$ cat src/rtl/snn_window_scheduler.sv
// snn_window_scheduler
//   Runs one inference window over N_CH rate-coded accumulator neurons:
//   holds the per-channel weights, clears the neurons, enables them for
//   len cycles while counting spikes per channel, then walks the counters
//   one channel per cycle to find the argmax and reports it with a
//   one-cycle done pulse.
//
// Ports
//   clk, rst       rising-edge clock, synchronous active-high reset
//   cfg_valid/ready, cfg_ch, cfg_w
//                  weight write port; accepted only while idle
//   start, window_len
//                  begin a window of window_len cycles (idle only)
//   busy           high whenever not idle
//   neuron_rst     one-cycle clear to the neurons
//   neuron_en      neuron enable during the counting phase
//   w_bus          packed weights, channel i at [i*WIDTH +: WIDTH]
//   spike_in       per-neuron spike levels
//   done           one-cycle pulse, result valid
//   winner, winner_count, tie
//                  argmax result, held until the next done
module snn_window_scheduler #(
  parameter int WIDTH = 8,
  parameter int N_CH  = 4,
  parameter int CNT_W = 16,
  parameter int SPK_W = 12
) (
  input  logic                      clk,
  input  logic                      rst,
  input  logic                      cfg_valid,
  output logic                      cfg_ready,
  input  logic [$clog2(N_CH)-1:0]   cfg_ch,
  input  logic [WIDTH-1:0]          cfg_w,
  input  logic                      start,
  input  logic [CNT_W-1:0]          window_len,
  output logic                      busy,
  output logic                      neuron_rst,
  output logic                      neuron_en,
  output logic [N_CH*WIDTH-1:0]     w_bus,
  input  logic [N_CH-1:0]           spike_in,
  output logic                      done,
  output logic [$clog2(N_CH)-1:0]   winner,
  output logic [SPK_W-1:0]          winner_count,
  output logic                      tie
);

  localparam int CH_W = $clog2(N_CH);

  typedef enum logic [2:0] {
    S_IDLE,
    S_CLEAR,
    S_RUN,
    S_RESOLVE,
    S_DONE
  } state_t;

  state_t            state_reg;
  logic [CNT_W-1:0]  len_reg;
  logic [CNT_W-1:0]  cyc_reg;
  logic [CH_W-1:0]   idx_reg;
  logic [SPK_W-1:0]  best_cnt_reg;
  logic [CH_W-1:0]   best_idx_reg;
  logic              tie_acc_reg;

  logic              cfg_ready_reg;
  logic              busy_reg;
  logic              neuron_rst_reg;
  logic              neuron_en_reg;
  logic              done_reg;
  logic [CH_W-1:0]   winner_reg;
  logic [SPK_W-1:0]  winner_count_reg;
  logic              tie_reg;

  logic [SPK_W-1:0]  cnt_reg [N_CH];
  logic [WIDTH-1:0]  w_reg   [N_CH];

  // One comparison per RESOLVE cycle: the candidate is the counter of the
  // channel currently addressed by idx_reg.
  logic [SPK_W-1:0]  cand;
  logic              cand_gt;
  logic              cand_eq;
  logic [SPK_W-1:0]  best_cnt_next;
  logic [CH_W-1:0]   best_idx_next;
  logic              tie_next;

  always_comb begin
    cand          = cnt_reg[idx_reg];
    cand_gt       = (cand > best_cnt_reg);
    cand_eq       = (cand == best_cnt_reg);
    best_cnt_next = best_cnt_reg;
    best_idx_next = best_idx_reg;
    tie_next      = tie_acc_reg;
    if (cand_gt) begin
      best_cnt_next = cand;
      best_idx_next = idx_reg;
      tie_next      = 1'b0;
    end else if (cand_eq) begin
      // Lower index stays the winner; an all-zero array ends up here too,
      // since the running best starts at 0.
      tie_next      = 1'b1;
    end
  end

  always_ff @(posedge clk) begin
    if (rst) begin
      state_reg        <= S_IDLE;
      len_reg          <= '0;
      cyc_reg          <= '0;
      idx_reg          <= '0;
      best_cnt_reg     <= '0;
      best_idx_reg     <= '0;
      tie_acc_reg      <= 1'b0;
      cfg_ready_reg    <= 1'b1;
      busy_reg         <= 1'b0;
      neuron_rst_reg   <= 1'b0;
      neuron_en_reg    <= 1'b0;
      done_reg         <= 1'b0;
      winner_reg       <= '0;
      winner_count_reg <= '0;
      tie_reg          <= 1'b0;
    end else begin
      done_reg <= 1'b0;
      case (state_reg)
        S_IDLE: begin
          if (start) begin
            len_reg        <= window_len;
            state_reg      <= S_CLEAR;
            cfg_ready_reg  <= 1'b0;
            busy_reg       <= 1'b1;
            neuron_rst_reg <= 1'b1;
          end
        end
        S_CLEAR: begin
          cyc_reg        <= '0;
          idx_reg        <= '0;
          best_cnt_reg   <= '0;
          best_idx_reg   <= '0;
          tie_acc_reg    <= 1'b0;
          neuron_rst_reg <= 1'b0;
          if (len_reg == '0) begin
            state_reg     <= S_RESOLVE;
          end else begin
            state_reg     <= S_RUN;
            neuron_en_reg <= 1'b1;
          end
        end
        S_RUN: begin
          if (cyc_reg == len_reg - CNT_W'(1)) begin
            state_reg     <= S_RESOLVE;
            neuron_en_reg <= 1'b0;
          end else begin
            cyc_reg <= cyc_reg + CNT_W'(1);
          end
        end
        S_RESOLVE: begin
          best_cnt_reg <= best_cnt_next;
          best_idx_reg <= best_idx_next;
          tie_acc_reg  <= tie_next;
          if (idx_reg == CH_W'(N_CH - 1)) begin
            idx_reg          <= '0;
            state_reg        <= S_DONE;
            done_reg         <= 1'b1;
            winner_reg       <= best_idx_next;
            winner_count_reg <= best_cnt_next;
            tie_reg          <= tie_next;
          end else begin
            idx_reg <= idx_reg + CH_W'(1);
          end
        end
        S_DONE: begin
          state_reg     <= S_IDLE;
          busy_reg      <= 1'b0;
          cfg_ready_reg <= 1'b1;
        end
        default: begin
          state_reg <= S_IDLE;
        end
      endcase
    end
  end

  // Per-channel weight registers and saturating spike counters. An
  // out-of-range cfg_ch matches no channel, so the write is dropped while
  // the handshake still completes.
  generate
    for (genvar gi = 0; gi < N_CH; gi++) begin : g_ch
      always_ff @(posedge clk) begin
        if (rst) begin
          w_reg[gi] <= '0;
        end else if (cfg_valid && cfg_ready_reg && (cfg_ch == CH_W'(gi))) begin
          w_reg[gi] <= cfg_w;
        end
      end

      always_ff @(posedge clk) begin
        if (rst) begin
          cnt_reg[gi] <= '0;
        end else if (state_reg == S_CLEAR) begin
          cnt_reg[gi] <= '0;
        end else if ((state_reg == S_RUN) && spike_in[gi] && (cnt_reg[gi] != '1)) begin
          cnt_reg[gi] <= cnt_reg[gi] + SPK_W'(1);
        end
      end

      assign w_bus[gi*WIDTH +: WIDTH] = w_reg[gi];
    end
  endgenerate

  assign cfg_ready    = cfg_ready_reg;
  assign busy         = busy_reg;
  assign neuron_rst   = neuron_rst_reg;
  assign neuron_en    = neuron_en_reg;
  assign done         = done_reg;
  assign winner       = winner_reg;
  assign winner_count = winner_count_reg;
  assign tie          = tie_reg;

endmodule

$ cat config.mk
export PLATFORM = sky130hd
export DESIGN_NAME = snn_window_scheduler
export DESIGN_NICKNAME = d
export VERILOG_FILES = /design/src/rtl/snn_window_scheduler.sv
export SDC_FILE = /design/constraint.sdc
export NUM_CORES = 1
export LEC_CHECK = 0
export ABC_AREA = 0
export CORE_AREA = 3 3 146 148
export CTS_BUF_LIST = sky130_fd_sc_hd__clkbuf_4
export DETAILED_ROUTE_END_ITERATION = 16
export DIE_AREA = 0 0 149 151
export GPL_TIMING_DRIVEN = 1
export PLACE_DENSITY_LB_ADDON = 0.12
export SYNTH_ARGS = -nofsm -noshare
export SYNTH_HDL_FRONTEND = slang
export SYNTH_SLANG_ARGS = --single-unit
$ cat constraint.sdc
create_clock -name clk -period 7.5 [get_ports clk]
set_clock_uncertainty 0.15 [all_clocks]
set_input_delay 1.5 -clock clk [delete_from_list [all_inputs] [get_ports clk]]
set_output_delay 1.5 -clock clk [all_outputs]
set_load 0.02 [all_outputs]
# Yosys cells after proc, flatten, opt, wreduce, memory -nomap -nowiden
# Memory sizes are Yosys's and may differ from the RTL's. A register that Yosys moved wholly into a read port is not among the register bits.
# Index checks and enable logic that the tools add are counted.
# word_totals
ff_bits,72
ram_bits,80
in_bits,34
out_inout_bits,52
wordCells,157
n_memories,2
# classes
n_addsub,7
n_lt_le_gt_ge,1
eq_ne,19
muxes,72
n_bitwise,13
n_reduce_logical,28
# mem_list
name,words,width,read_ports,rd_ports_with_merged_regs,wr,line,text
cnt_reg,4,12,5,1,4,74,logic [SPK_W-1:0] cnt_reg [N_CH];
w_reg,4,8,4,0,4,75,logic [WIDTH-1:0] w_reg [N_CH];
# ops
cell,n
two-way mux 12 bit,9
adder 12 x 1 -> 12 bit (second input constant),4
inequality test 12 bit (second input constant),4
two-way mux 1 bit,41
two-way mux 8 bit,4
case mux 16 bit (2 select lines),1
case mux 12 bit (2 select lines),1
adder 16 x 1 -> 16 bit (second input constant),1
equality test 16 bit,1
zero test 16 bit,1
two-way mux 16 bit,1
subtractor 16 x 1 -> 16 bit (second input constant),1
logical AND 1 bit,13
equality test 12 bit,1
> comparator 12 bit,1
bitwise OR 1 bit,12
case mux 3 bit (4 select lines),1
inequality test 2 bit (second input constant),5
case mux 1 bit (2 select lines),5
AND reduction 2 bit,5
two-way mux 3 bit,3
two-way mux 2 bit,4
case mux 2 bit (2 select lines),2
nonzero test 2 bit,4
11 further kinds,15

# Logic depth before layout (Yosys ltp)
# Gate-level depths: netlist of run 1.
# logic_depth
ltp_word,8
mapped_depth,13
depth_no_buf,10

# Least setup slack after synthesis of run 1
# No wires, ideal clock.
# synth_path
path_kind,register -> register
from,register (tool-made name)
to,"register winner_reg[0], in the netlist winner[0]"
setup_ps,129
arrival_ps,3429
t_required_ps,7221
slack_ps,3792
stages_incl_launch_ff,11
n_path_buf,3
period_less_slack_ps,3708
path_cell_list,dfxtp_1 > buf_1 > mux4_2 > ha_1 > nand4_1 > or2_2 > a31oi_1 > buf_1 > buf_1 > mux2i_1 > o21ai_0
# synth_rtl
element,line,text
to (signal assigned),163,winner_reg <= best_idx_next;
to (decl),70,logic [CH_W-1:0] winner_reg;

==> flow_summary.toml, run 1 <==
[floorplan]
initial_core_util = 0.397
fp-row-count = 52
die-area_mm2 = 0.0225
die_y_um = 151
dieWidth_um = 149
core_area_mm2 = 0.0202
io_pins = 86

[worst_setup_path]
cp.required_ns = 7.85
r2r-end = "best_cnt_reg[2]"
reg2regPathDepth = 9
crit_path_frequent_cell = "o21a_1"
path_class = "flip-flop to flip-flop"
cp_max_fo = 12
end_kind = "flip-flop"
crit_buf_inv = 0
critPathTopFamily = "compound AO/OA/AOI/OAI gates"
slowest_delay_ns = 0.80
arrival_ns = 4.18
crit_path_top_delay_cell = "o22ai_1"
cp_cell_sequence = "mux4_2 -> ha_1 -> nor2b_1 -> o21a_1 -> o21a_1 -> o21ai_0 -> a31oi_2 -> o22ai_1 -> a22o_1"
cp-start-kind = "flip-flop"
regToRegSetupSlack_ns = 3.68

[cts]
cts_tree = "built"
cts_resized = 0
cts_hold_buf = 0
h-tree-depth = 4
cts_buffers = 17
postCtsSetupRepairBufs = 0
insertion_delay_ns = 0.57
clock-root-buffer = "clkbuf_4"
cts_sinks = 154
clk_pin_slew_worst_paths_ns = 0.14
clockBufferDepth = 2

[yosys]
yosysWarningCount = 0
synthesis.nets = 867
synth_fa_ha_area_frac = 0.0312
ys_seq_area_frac = 0.485
async_flop_share = 0
synth_compound_area_frac = 0.111
synth_xor_area_frac = 0.0590
synthMuxAreaShare = 0.0626
synth.avg_cell_area_um2 = 9.86
syn_inst = 813
ys_seq_elements = 154
synth_top_flop_cell = "edfxtp_1"
synth-simple-area-share = 0.218
synth_edf_count = 80
synth_top_family_by_area = "simple AND/OR/NAND/NOR gates"
syn_area_mm2 = 0.00801
synth.distinct_cells = 65

[global_routing]
grt_pass1_wl_um = 31600
grt_overflow = 0
grt_pass1_vias = 6151
antenna_found_initial = 1
grt_max_degree = 52
grtUsageTotal = 0.178

[placed_design]
hpwl_um = 14700
dp_slack_ns = 3.62
gp_congestion = 0.841
placedInstanceArea_mm2 = 0.00909
port_buffers = 85

[timing]
report.final.hold_viol_count = 0
tns_ns = 0
max_freq_mhz = 262
finalCritPeriodShare = 0.510
hold_ws_ns = 0.299
drv_slew = 0
max-slew-margin-rel = 0.268
rsz0062_at_grt = "false"
timing.final.ws_setup_ns = 3.68
period_needed_ns = 3.82
finalSetupViolations = 0
worst_slew_pin_slew_ns = 1.09

[power]
power_leakage_nw = 3.45
p_switching_mw = 0.584
power_frac_comb = 0.169
p_int_mw = 1.32
power_density_mw_per_mm2 = 203
peakVddDrop_mv = 0.135
seq_power_share = 0.525
clockPowerShare = 0.306
swShare = 0.306

[cells_and_area]
area_growth_syn_to_layout_pct = 17.5
final_cell_area_mm2 = 0.00942
layout-drive-gt1-share = 0.0804
layout.nets = 936
largest_register_ffs = 48

[drt]
drc = 0
num_vias = 6249
viasPerCell = 5.36
detail_route.iter0.violations = 309
totalWireLength_um = 19800
first_pass_iters = 5
ant_nets = 0
wl_per_cell_um = 17.0

[min_path]
min_to = "tie"
hold_start = "tie"
hold_depth = 2
hp-class = "flip-flop to flip-flop"

[run_status]
status = "finished, final reports clean"

[flow_run]
drv_cap = 0
==> cell usage in the layout (no fill, tap or decap), types with 4 or more instances in the layout <==
cell type,count
nand2_1,99
nor2_1,86
clkdlybuf4s50_1,84
edfxtp_1,80
dfxtp_1,74
and2_1,35
xor2_1,34
nand3_1,30
a21oi_1,28
inv_1,27
o21ai_0,23
mux2i_1,22
xnor2_1,20
ha_1,20
and3_1,19
nand4_1,17
clkbuf_4,17
nor3_1,15
a22o_1,13
mux4_2,12
or3_1,9
nand2b_1,7
nor4_1,7
o21bai_1,6
a31oi_1,6
inv_6,6
buf_4,6
o211ai_1,5
or2_2,5
a21o_1,5
and4_1,4
or4_1,4
nor3b_1,4
o21a_1,4
==> power groups by stage <==
stage               logic, mW  clock network, mW  registers (mW)
global placement        0.315                  0            1.02
detailed placement      0.324                  0            1.02
CTS                     0.326              0.602            1.00
finish                  0.323              0.584            1.00
floorplan               0.216                  0            1.01
global route            0.357              0.636            1.01
==> layout make-up <==
type,count,area [um2]
Clock buffer,17,128
Tap cell,270,338
Multi-Input combinational cell,591,3870
Sequential cell,154,3880
Inverter,27,101
Antenna cell,1,2.50
Clock inverter,15,204
Timing Repair Buffer,91,891
Fill cell,1933,10700
==> worst reg2reg max path, cell delays in order (launching register included) <==
cell	delay (ns)
dfxtp_1	0.75
mux4_2	0.64
ha_1	0.32
nor2b_1	0.14
o21a_1	0.16
o21a_1	0.16
o21ai_0	0.23
a31oi_2	0.14
o22ai_1	0.80
a22o_1	0.27
==> Yosys cell counts, types with 22 or more instances <==
cell	instances	area share
edfxtp_1	80	0.30
xor2_1	34	0.037
clkbuf_1	31	0.015
inv_1	27	0.013
o21ai_0	23	0.014
dfxtp_1	74	0.18
nor2_1	87	0.041
nand2_1	99	0.046
and2_1	35	0.027
mux2i_1	22	0.027
nand3_1	30	0.019
a21oi_1	28	0.017
==> logic make-up (layout without fill, tap and decap cells) <==
kind of cell	Yosys count	in the layout
AO/OA/AOI/OAI	127	127
XOR/XNOR	54	54
adder cells (fa/ha/maj)	20	20
buffers and inverters	68	150
flip-flops	154	154
multiplexers	35	35
other	0	1
AND/OR/NAND/NOR	355	355
==> how the worst max path moves through the flow <==
| stage | slack (ns) | end | startpoint | cells past startpoint |
|---|---|---|---|---|
| floorplan | 3.79 | winner[0] | flip-flop | 10 |
| global placement | 3.71 | cnt_reg[0][1] | rst | 6 |
| detailed placement | 3.62 | cnt_reg[0][0] | rst | 6 |
| CTS | 3.69 | best_cnt_reg[2] | flip-flop | 9 |
| global route | 3.47 | best_cnt_reg[2] | flip-flop | 9 |
| finish | 3.68 | best_cnt_reg[2] | flip-flop | 9 |
==> per-stage QoR <==
| step | power [mW] | instances | util |
|---|---|---|---|
| global placement | 1.33 | 1133 | 0.450 |
| CTS | 1.93 | 1165 | 0.467 |
| detailed placement | 1.34 | 1133 | 0.450 |
| floorplan | 1.22 | 813 | - |
| global route | 2.00 | 1166 | 0.467 |
| finish | 1.91 | 1166 | 0.467 |
==> per-layer routing <==
metal	wire length [um]	track usage	vias to the layer above
met4	384	0.0586	0
met3	776	0.0335	28
li1	-	-	3057
met2	9770	0.305	146
met1	8900	0.227	3018
met5	0	0	-
Power figures use the tool's default switching activity.
==> inputs of run 2 (changes only) <==
==> constraint.sdc (replaced) <==
create_clock -name clk -period 3.9 [get_ports clk]
set_clock_uncertainty 0.15 [all_clocks]
set_input_delay 0.78 -clock clk [delete_from_list [all_inputs] [get_ports clk]]
set_output_delay 0.78 -clock clk [all_outputs]
set_load 0.02 [all_outputs]
==> run 2 against run 1 <==
Effect of this change: sequential power grew 93%; combinational power rose by 94%; die area did not move; utilization grew 0.074 points; global-route usage up 0.37 points.
==> flow_summary.toml, run 2 (synthesis gave the netlist of run 1 again) <==
[run_status]
status = "finished, final reports clean"

[timing]
tns_ns = 0
period_needed_ns = 3.62
max_freq_mhz = 277
finalCritPeriodShare = 0.927
worst_slew_pin_slew_ns = 0.786
max-slew-margin-rel = 0.475
finalSetupViolations = 0
report.final.hold_viol_count = 0
drv_slew = 0
timing.final.ws_setup_ns = 0.284
rsz0062_at_grt = "false"

[worst_setup_path]
end_kind = "flip-flop"
cp_max_fo = 10
worstReg2RegStart = "len_reg[7]"
cp-start-kind = "flip-flop"
regToRegSetupSlack_ns = 0.28
arrival_ns = 3.95
r2r-end = "cyc_reg[15]"
cp.required_ns = 4.23
path_class = "flip-flop to flip-flop"
reg2regPathDepth = 7

[placed_design]
port_buffers = 85
hpwl_um = 15200
gp_congestion = 0.875
dp_slack_ns = 0.351

[cts]
cts_hold_buf = 0
cts_tree = "built"
cts_resized = 0
cts_sinks = 154
h-tree-depth = 4
clock-root-buffer = "clkbuf_4"
postCtsSetupRepairBufs = 0
clockBufferDepth = 2
clk_pin_slew_worst_paths_ns = 0.17
cts_buffers = 17
insertion_delay_ns = 0.57

[min_path]
hp-class = "flip-flop to flip-flop"
hold_depth = 2
min_to = "tie"
hold_start = "tie"

[floorplan]
io_pins = 86
fp-row-count = 52
die-area_mm2 = 0.0225
initial_core_util = 0.397
core_area_mm2 = 0.0202
dieWidth_um = 149
die_y_um = 151

[cells_and_area]
layout_commonest_cell = "nand2_1"
multi_input_area_mm2 = 0.00387
area_growth_syn_to_layout_pct = 17.7
layout-drive-gt1-share = 0.0865
ff_latch_area_mm2 = 0.00388
nFillCells = 1923
largest_register_ffs = 48
layout.nets = 943
fin_util = 0.468
most-common-layout-cells = "nand2_1 (99), nor2_1 (87), clkdlybuf4s50_1 (84), edfxtp_1 (80), dfxtp_1 (74)"

[power]
peakVddDrop_mv = 0.166
power_leakage_nw = 3.46
power_density_mw_per_mm2 = 377
totalPowerFinal_mw = 3.56

[drt]
num_vias = 6273
wl_per_cell_um = 17.2
totalWireLength_um = 20100
viasPerCell = 5.35
detail_route.iter0.violations = 334
ant_nets = 0
first_pass_iters = 4
drc = 0

[global_routing]
grtUsageTotal = 0.181
antenna_found_initial = 1
grt_overflow = 0
grt_pass1_wl_um = 32400
grt_max_degree = 51
grt_pass1_vias = 6153

[flow_run]
drv_cap = 0
==> run 2: cell types whose count changed in the layout (fill, tap and decap cells not counted), sizes merged <==
cell      change
buf           +7
inv           +2
bufinv        -3
clkinvlp      +1
==> run 2: worst max-delay path, cell delays in order, from the launching register on <==
cell and delay (ns):
dfxtp_1 0.39, or4_1 0.63, or4_1 0.52, a211o_1 0.34
a2111o_1 0.47, or3_1 0.60, a21oi_2 0.22, mux2i_1 0.21
==> run 2: worst max path at each step <==
stage / startpoint / endpoint / cells past startpoint
3_5_place_dp: flip-flop / winner_count[3] / 9
3_3_place_gp: len_reg[2] / neuron_en / 7
5_1_grt: flip-flop / best_cnt_reg[0] / 8
4_1_cts: len_reg[7] / cyc_reg[15] / 7
2_1_floorplan: flip-flop / winner[0] / 10
6_report: len_reg[7] / cyc_reg[15] / 7
==> run 2: routing by layer <==
layer	global-route usage	vias to the layer above	share of wire
li1	-	3074	-
met1	0.232	3011	0.45
met2	0.304	158	0.48
met3	0.0353	30	0.044
met4	0.0714	0	0.030
met5	0	-	0
==> run 2: cell type report <==
class                   count  area share
multi-input cells         591       0.410
clock inverters            15      0.0179
well taps                 270      0.0358
repair buffers             98       0.100
diodes                      1    0.000265
flip-flops and latches    154       0.412
inverters                  27      0.0107
clock buffers              17      0.0135
==> run 2: metrics by stage <==
stage / hold WS (ns) / std cells / cell area (um2)
after detailed placement: 0.294 / 1140 / 9140
after floorplan: 0.278 / 813 / 8010
after global routing: 0.347 / 1173 / 9440
after global placement: 0.294 / 1140 / 9140
final: 0.314 / 1173 / 9440
after CTS: 0.321 / 1172 / 9430
==> run 2: power breakdown <==
part / leakage, nW / total (mW) / internal, mW / switching, mW
registers: 1.44 / 1.93 / 1.81 / 0.124
clock network: 0.155 / 1.00 / 0.302 / 0.699
logic: 1.86 / 0.627 / 0.280 / 0.347
total: 3.46 / 3.56 / 2.39 / 1.17
==> inputs of run 3 (changes only) <==
--- a/config.mk
+++ b/config.mk
@@ -10,6 +10,7 @@
 export CTS_BUF_LIST = sky130_fd_sc_hd__clkbuf_4
 export DETAILED_ROUTE_END_ITERATION = 16
 export DIE_AREA = 0 0 149 151
+export GPL_ROUTABILITY_DRIVEN = 0
 export GPL_TIMING_DRIVEN = 1
 export PLACE_DENSITY_LB_ADDON = 0.12
 export SYNTH_ARGS = -nofsm -noshare
==> results of run 3 <==
No change in the layout: final DEF, timing and power equal those of run 2.
